--- src/rtl/link_ddr_downstream_multi.sv ---
// N-channel DDR-style downstream receiver: pairs of io beats become double-width
// words in per-channel FIFOs, dequeued together under valid/yumi with credit tokens.
module link_ddr_downstream_multi #(
  parameter int channel_width        = 8,
  parameter int num_channels         = 2,
  parameter int fifo_els             = 4,
  parameter int lg_credit_decimation = 1
) (
  input  logic                                    clk,
  input  logic                                    rst,
  input  logic [num_channels-1:0]                 io_valid_i,
  input  logic [num_channels*channel_width-1:0]   io_data_i,
  output logic [2*channel_width*num_channels-1:0] core_data_o,
  output logic                                    core_valid_o,
  input  logic                                    core_yumi_i,
  output logic [num_channels-1:0]                 token_o,
  output logic [num_channels-1:0]                 overflow_o
);

  localparam int IDX_W  = $clog2(fifo_els);
  localparam int PTR_W  = IDX_W + 1;
  localparam int WORD_W = 2 * channel_width;

  logic [num_channels-1:0] empty;
  logic [num_channels-1:0] full;
  logic                    deq;
  logic                    cnt_wrap;

  assign core_valid_o = &(~empty);
  assign deq          = core_yumi_i & core_valid_o;

  // Dequeue is common to every channel, so one decimation counter serves all tokens.
  if (lg_credit_decimation == 0) begin : g_nocnt
    assign cnt_wrap = 1'b1;
  end else begin : g_cnt
    logic [lg_credit_decimation-1:0] cnt_q, cnt_d;

    always_comb begin
      cnt_d = cnt_q;
      if (deq) cnt_d = cnt_q + 1'b1;
    end

    always_ff @(posedge clk) begin
      if (rst) cnt_q <= '0;
      else     cnt_q <= cnt_d;
    end

    assign cnt_wrap = &cnt_q;
  end

  for (genvar c = 0; c < num_channels; c++) begin : g_ch
    logic                     phase_q, phase_d;
    logic [channel_width-1:0] half_q, half_d;
    logic [channel_width-1:0] beat;
    logic [PTR_W-1:0]         wptr_q, wptr_d;
    logic [PTR_W-1:0]         rptr_q, rptr_d;
    logic                     ovf_q, ovf_d;
    logic                     tok_q, tok_d;
    logic                     complete;
    logic                     enq;
    logic [WORD_W-1:0]        mem_q [fifo_els];

    assign beat     = io_data_i[c*channel_width +: channel_width];
    assign empty[c] = (wptr_q == rptr_q);
    assign full[c]  = (wptr_q[IDX_W-1:0] == rptr_q[IDX_W-1:0]) &&
                      (wptr_q[IDX_W] != rptr_q[IDX_W]);

    assign core_data_o[c*WORD_W +: WORD_W] = mem_q[rptr_q[IDX_W-1:0]];
    assign token_o[c]    = tok_q;
    assign overflow_o[c] = ovf_q;

    always_comb begin
      phase_d  = phase_q;
      half_d   = half_q;
      wptr_d   = wptr_q;
      rptr_d   = rptr_q;
      ovf_d    = ovf_q;
      tok_d    = tok_q;
      complete = io_valid_i[c] & phase_q;
      // A full FIFO can still take the word when the same-cycle dequeue frees a slot.
      enq      = complete & (~full[c] | deq);
      if (io_valid_i[c]) begin
        phase_d = ~phase_q;
        if (!phase_q) half_d = beat;
      end
      if (enq)              wptr_d = wptr_q + 1'b1;
      if (complete && !enq) ovf_d  = 1'b1;
      if (deq)              rptr_d = rptr_q + 1'b1;
      if (deq && cnt_wrap)  tok_d  = ~tok_q;
    end

    always_ff @(posedge clk) begin
      if (rst) begin
        phase_q <= 1'b0;
        half_q  <= '0;
        wptr_q  <= '0;
        rptr_q  <= '0;
        ovf_q   <= 1'b0;
        tok_q   <= 1'b0;
      end else begin
        phase_q <= phase_d;
        half_q  <= half_d;
        wptr_q  <= wptr_d;
        rptr_q  <= rptr_d;
        ovf_q   <= ovf_d;
        tok_q   <= tok_d;
      end
    end

    // Second beat lands in the upper half of the stored word.
    always_ff @(posedge clk) begin
      if (enq) mem_q[wptr_q[IDX_W-1:0]] <= {beat, half_q};
    end
  end

endmodule

--- config.mk ---
export PLATFORM = sky130hd
export DESIGN_NAME = link_ddr_downstream_multi
export DESIGN_NICKNAME = d
export VERILOG_FILES = /design/src/rtl/link_ddr_downstream_multi.sv
export SDC_FILE = /design/constraint.sdc
export NUM_CORES = 1
export LEC_CHECK = 0
export ABC_CLOCK_PERIOD_IN_PS = 4660
export BUFFER_PORTS_ARGS = -buffer_cell sky130_fd_sc_hd__buf_2
export CORE_MARGIN = 4
export CORE_UTILIZATION = 51
export CTS_BUF_LIST = sky130_fd_sc_hd__clkbuf_4
export DETAILED_ROUTE_END_ITERATION = 10
export GPL_ROUTABILITY_DRIVEN = 0
export GPL_TIMING_DRIVEN = 0
export MAX_ROUTING_LAYER = met4
export PLACE_DENSITY = 0.69
export SLEW_MARGIN = 20
export SYNTH_ARGS = -nofsm -noshare
export SYNTH_HDL_FRONTEND = slang
export SYNTH_SLANG_ARGS = --single-unit
--- constraint.sdc ---
create_clock -name clk -period 4.66 [get_ports clk]
set_input_delay 0.466 -clock clk [delete_from_list [all_inputs] [get_ports clk]]
set_output_delay 0.466 -clock clk [all_outputs]
set_load 0.03 [all_outputs]
==> results of run 1 <==
cells by family (layout without fill, tap and decap cells):
logic type | Yosys count | after routing | share of synthesized area
buffers and inverters | 29 | 119 | 0.0210
flip-flops | 167 | 167 | 0.711
adder cells (fa/ha/maj) | 10 | 10 | 0.0192
XOR/XNOR | 6 | 6 | 0.0104
other | 0 | 1 | 0
multiplexers | 47 | 47 | 0.139
AND/OR/NAND/NOR | 94 | 94 | 0.0739
AO/OA/AOI/OAI | 28 | 28 | 0.0254
synth_stat cells, types with 3 or more instances:
| master | count |
|---|---|
| a21oi_1 | 20 |
| and2_1 | 6 |
| buf_2 | 4 |
| buf_4 | 4 |
| clkbuf_1 | 12 |
| dfxtp_1 | 39 |
| edfxtp_1 | 128 |
| ha_1 | 10 |
| inv_1 | 6 |
| mux2_2 | 6 |
| mux2_4 | 5 |
| mux2i_1 | 4 |
| mux4_2 | 32 |
| nand2_1 | 39 |
| nand2b_1 | 12 |
| nand3_1 | 4 |
| nor2_1 | 14 |
| nor2b_1 | 9 |
| nor3_1 | 3 |
| o22ai_1 | 4 |
through the flow:
step	setup slack [ns]	cells	instance area, um^2	util	hold slack, ns
floorplan	2.44	381	6500	-	0.440
global placement	1.62	605	6990	0.570	0.452
detailed placement	2.33	607	7040	0.574	0.452
CTS	1.71	639	7340	0.599	0.0894
global route	1.57	640	7340	0.599	0.0884
finish	1.76	640	7340	0.599	0.147
routing by layer:
| layer | vias up | part of all wire |
|---|---|---|
| met2 | 74 | 0.49 |
| li1 | 1600 | - |
| met1 | 1711 | 0.46 |
| met4 | 0 | 0.014 |
| met3 | 13 | 0.043 |
| met5 | - | 0 |
power by group through the flow:
stage / logic [uW] / registers [uW] / clock network (uW)
global route: 161 / 1650 / 949
global placement: 145 / 1680 / 0
detailed placement: 148 / 1680 / 0
floorplan: 97.3 / 1670 / 0
finish: 147 / 1650 / 867
CTS: 149 / 1650 / 886
state kept, by name, summed over array words and instances, names as in the netlist, named ones only:
name          flops
g_ch.wptr_q       6
cnt_wrap          1
g_ch.phase_q      2
g_ch.half_q      16
g_ch.mem_q      128
g_ch.rptr_q       6
g_ch.ovf_q        2
g_ch.tok_q        2
worst reg2reg max path: stages, from the launching register on:
cell     delay [ns]
dfxtp_1        0.45
xor2_1         0.30
nor3_1         0.15
o22ai_2        0.26
and2_1         0.76
final timing paths:
kind	from	cells past startpoint	end
setup / recovery	flip-flop	4	core_data_o[12]
setup reg to reg	g_ch[1].wptr_q[0]	4	g_ch[1].mem_q[0][15]
hold / removal	io_data_i[8]	1	g_ch[1].mem_q[3][8]
hold reg to reg	g_ch[1].ovf_q	2	g_ch[1].ovf_q
cell type report:
cell class	instances	area [um^2]
multi-input combinational	185	1750
sequential	167	4620
clock buffer	17	128
tap	168	210
inverter	6	22.5
buffer	23	114
timing repair buffer	58	310
clock inverter	15	176
fill	924	4920
antenna	1	2.50
==> run_results.csv, run 1 <==
group,metric,value,unit
outcome,status,"complete, no violations",
global_route,grt_overflow_total,0,
final_layout,drive_gt1_frac,0.314,
logic_synthesis,yosys-top-cells-area,"edfxtp_1 59%, dfxtp_1 12%, mux4_2 11%, nand2_1 2.3%, ha_1 1.9%",
global_route,use_met2,0.256,
sta,max_slew_margin,0.409,
power,p_per_area,362,nW/um^2
logic_synthesis,async_flop_share,0,
detailed_routing,first_pass_iters,5,
critical_path,r2r_setup_slack,2.37,ns
power,combPwrFrac,0.055,
global_route,grt_usage,0.170,
sta,drv_slew,0,
power,netSwitchingFraction,0.228,
clocking,htreeDepth,4,
final_layout,nNetsFinal,489,
global_route,antenna_found_initial,1,
logic_synthesis,syn-cell-area,6500,um^2
sta,hold_viol,0,
detailed_routing,wirelength,11200,um
clocking,clkSinkCount,167,
detailed_routing,detail_route.wl_per_cell,17.5,um
detailed_routing,drtIter0Drc,239,
sta,finClkSkew,0.0185,ns
sta,setup_viol,0,
clocking,clk_pin_slew,0.14,ns
worst_hold_path,min_path_type,"in -> reg",
critical_path,crit_path_end_kind,"output pin",
clocking,clock_path_buffers,2,
critical_path,required,4.19,ns
power,p_clk_frac,0.326,
detailed_routing,via_per_inst,5.31,
floorplanning,initial_core_util,0.530,
placement,dp_hpwl,7460,um
placement,port_buffers,56,
clocking,cts_tree,"done",
critical_path,crit_path_top_delay_cell,"clkbuf_1",
critical_path,path_max_fanout,10,
logic_synthesis,ys_seq_area_frac,0.711,
critical_path,max_stage_delay,0.58,ns
global_route,grt-busiest-layer,"met2",
critical_path,cp_common_cell,"clkbuf_1",
global_route,grt_pass1_wl,18000,um
clocking,cts-resized-gates,0,
logic_synthesis,synth-edff-count,128,
global_route,grt_pass1_vias,3393,
floorplanning,die_h,121,um
logic_synthesis,ys_warn_count,0,
detailed_routing,drc_errors,0,
job,drv_cap,0,
clocking,post_cts_buffers,0,
logic_synthesis,synth_top_area_cell,"edfxtp_1",
final_layout,final_common_cell,"edfxtp_1",
critical_path,cp_cell_sequence,"clkbuf_1 -> clkbuf_1 -> mux4_2 -> buf_2",
sta,fmaxAchievable,345,MHz
critical_path,cp_top_family,"buffers and inverters",
critical_path,crit_path_start_kind,"flip-flop",
detailed_routing,postRouteAntennaNets,0,
power,p_int,2050,uW
critical_path,crit_type,"reg -> out",
global_route,grt_max_degree,17,
global_route,use_met1,0.225,
sta,timing.setup.tns,0,ns
power,power,2660,uW
floorplanning,coreArea,12300,um^2
sta,fin_crit,2.90,ns
clocking,clock-root-buffer,"clkbuf_4",
clocking,cts_buffers,17,
floorplanning,dieArea,14600,um^2
power,p_leak,0.00251,uW
clocking,ctsHoldBuffers,0,
detailed_routing,via_count,3398,
power,p_switching,607,uW
critical_path,crit_buf_inv,3,
floorplanning,pin_count,58,
clocking,clk_latency,0.54,ns
logic_synthesis,ys_ff_latch,167,
logic_synthesis,syn_nets,412,
sta,rsz0062_at_grt,"false",
floorplanning,rows,40,
final_layout,final_cell_mix,"128 x edfxtp_1, 60 x buf_2, 39 x nand2_1, 39 x dfxtp_1, 32 x mux4_2",
power,vdd_drop_max,0.000135,V
final_layout,area_growth,12.9,%
logic_synthesis,synth_cell_types,31,
critical_path,cp.arrival,2.43,ns
sta,min_period_over_period,0.622,
logic_synthesis,synth_area_per_cell,17.1,um^2
sta,tightestPinTransition,0.886,ns
power,power_frac_seq,0.619,
logic_synthesis,synth_ff_type,"edfxtp_1",
floorplanning,die_w,121,um
logic_synthesis,netlist.area_leader.share,0.591,
global_route,grt_use_met3,0.0420,
logic_synthesis,syn_inst,381,
(Power assumes the default switching activity.)
==> inputs of run 2 (changes only) <==
--- a/config.mk
+++ b/config.mk
@@ -5,7 +5,7 @@
 export SDC_FILE = /design/constraint.sdc
 export NUM_CORES = 1
 export LEC_CHECK = 0
-export ABC_CLOCK_PERIOD_IN_PS = 4660
+export ABC_CLOCK_PERIOD_IN_PS = 2950
 export BUFFER_PORTS_ARGS = -buffer_cell sky130_fd_sc_hd__buf_2
 export CORE_MARGIN = 4
 export CORE_UTILIZATION = 51
==> constraint.sdc (replaced) <==
create_clock -name clk -period 2.95 [get_ports clk]
set_input_delay 0.295 -clock clk [delete_from_list [all_inputs] [get_ports clk]]
set_output_delay 0.295 -clock clk [all_outputs]
set_load 0.03 [all_outputs]
==> run 2 against run 1 <==
Effect of this change:
- routed wire length rose by 1.3%
- non-clock buffer count rose by 16
- flip-flop and latch count did not move
- worst hold slack got worse by 0.047 ns
- largest cell class unchanged
- worst setup slack got worse by 1.5 ns
- cell count rose by 2.3%
- via count rose by 2.0%
- clock power rose by 58%
- register-to-register slack got worse by 1.7 ns
- sequential power rose by 58%
==> run_results.csv, run 2 (synthesis gave the netlist of run 1 again) <==
group,metric,value,unit
sta,fin_crit,2.72,ns
detailed_routing,via_count,3466,
critical_path,r2r_cells,4,
sta,tightestPinTransition,0.875,ns
sta,timing.setup.tns,0,ns
placement,pre_cts_ws,0.653,ns
sta,rsz0062_at_grt,"false",
sta,holdWs,0.0999,ns
floorplanning,coreArea,12300,um^2
final_layout,largest_register_ffs,128,
sta,min_period_over_period,0.922,
power,p_leak,0.00258,uW
global_route,grt_pass1_vias,3492,
placement,placed_area,7040,um^2
global_route,grt_use_met3,0.0410,
global_route,use_met1,0.231,
job,drv_cap,0,
sta,setup_slack,0.229,ns
global_route,grt_max_degree,17,
clocking,clock-root-buffer,"clkbuf_4",
final_layout,ff_latch_area,4620,um^2
sta,finClkSkew,0.0192,ns
detailed_routing,first_pass_iters,4,
floorplanning,pin_count,58,
placement,port_buffers,56,
clocking,clk_pin_slew,0.13,ns
clocking,clkSinkCount,167,
critical_path,crit_path_end_kind,"output pin",
critical_path,cp.arrival,2.43,ns
critical_path,required,2.65,ns
detailed_routing,drtIter0Drc,235,
final_layout,nNetsFinal,505,
detailed_routing,drc_errors,0,
clocking,clock_path_buffers,2,
floorplanning,die_h,121,um
floorplanning,rows,40,
global_route,grt_overflow_total,0,
global_route,grt_pass1_wl,18400,um
placement,dp_hpwl,7460,um
floorplanning,initial_core_util,0.530,
power,p_per_area,563,nW/um^2
global_route,grt_usage,0.172,
floorplanning,dieArea,14600,um^2
sta,hold_viol,0,
final_layout,fillers,913,
sta,drv_slew,0,
critical_path,path_max_fanout,10,
final_layout,final_cell_mix,"128 x edfxtp_1, 60 x buf_2, 39 x nand2_1, 39 x dfxtp_1, 32 x mux4_2",
global_route,grt-busiest-layer,"met2",
clocking,cts_buffers,17,
clocking,cts_tree,"done",
detailed_routing,via_per_inst,5.29,
final_layout,fin_cells,655,
critical_path,crit_path_start_kind,"flip-flop",
power,vdd_drop_max,0.000213,V
detailed_routing,wirelength,11300,um
sta,max_slew_margin,0.416,
detailed_routing,detail_route.wl_per_cell,17.3,um
placement,dp_cells,607,
final_layout,final_area,7500,um^2
final_layout,multi_input_area,1750,um^2
worst_hold_path,hold_depth,3,
outcome,status,"complete, no violations",
sta,setup_viol,0,
detailed_routing,postRouteAntennaNets,0,
global_route,use_met2,0.257,
clocking,cts-resized-gates,0,
final_layout,area_growth,15.3,%
worst_hold_path,min_path_type,"in -> reg",
final_layout,drive_gt1_frac,0.304,
clocking,clk_latency,0.55,ns
floorplanning,die_w,121,um
sta,fmaxAchievable,368,MHz
clocking,post_cts_buffers,0,
clocking,ctsHoldBuffers,16,
critical_path,crit_type,"reg -> out",
final_layout,final_common_cell,"edfxtp_1",
final_layout,antenna_cells,0,
clocking,htreeDepth,4,
global_route,antenna_found_initial,0,
-- run 2: layout make-up --
cell class                      instances  area share
Buffer                                 23      0.0152
Inverter                                6     0.00300
Clock inverter                         15      0.0235
Sequential cell                       167       0.617
Clock buffer                           17      0.0170
Multi-Input combinational cell        185       0.234
Tap cell                              168      0.0280
Timing Repair Buffer                   74      0.0627
-- run 2: layer usage --
| metal | wire, um | part of all wire |
|---|---|---|
| met1 | 5280 | 0.47 |
| met2 | 5490 | 0.48 |
| met3 | 372 | 0.033 |
| met4 | 207 | 0.018 |
| met5 | 0 | 0 |
-- run 2: critical path, cell delays in order (launching register included) --
cell and delay, ns:
dfxtp_1 0.33, clkbuf_1 0.36, clkbuf_1 0.57, mux4_2 0.42, buf_2 0.20
-- run 2: metrics by stage --
stage,utilization,total power (uW)
after floorplan,-,2800
after detailed placement,0.574,2890
after global placement,0.570,2880
final,0.612,4220
after global routing,0.612,4380
after CTS,0.612,4250
-- run 2: final timing paths --
kind | start | slack, ns | endpoint
max | flip-flop | 0.23 | core_data_o[12]
min | io_valid_i[1] | 0.1 | g_ch[1].phase_q
max reg2reg | g_ch[1].wptr_q[0] | 0.66 | g_ch[1].mem_q[0][15]
min reg2reg | g_ch[1].ovf_q | 0.47 | g_ch[1].ovf_q
-- run 2: power by group --
part | leakage [uW] | internal, uW | switching (uW)
clock network | 0.000152 | 592 | 779
registers | 0.00149 | 2570 | 28.3
logic | 0.000935 | 94.1 | 156
total | 0.00258 | 3260 | 963
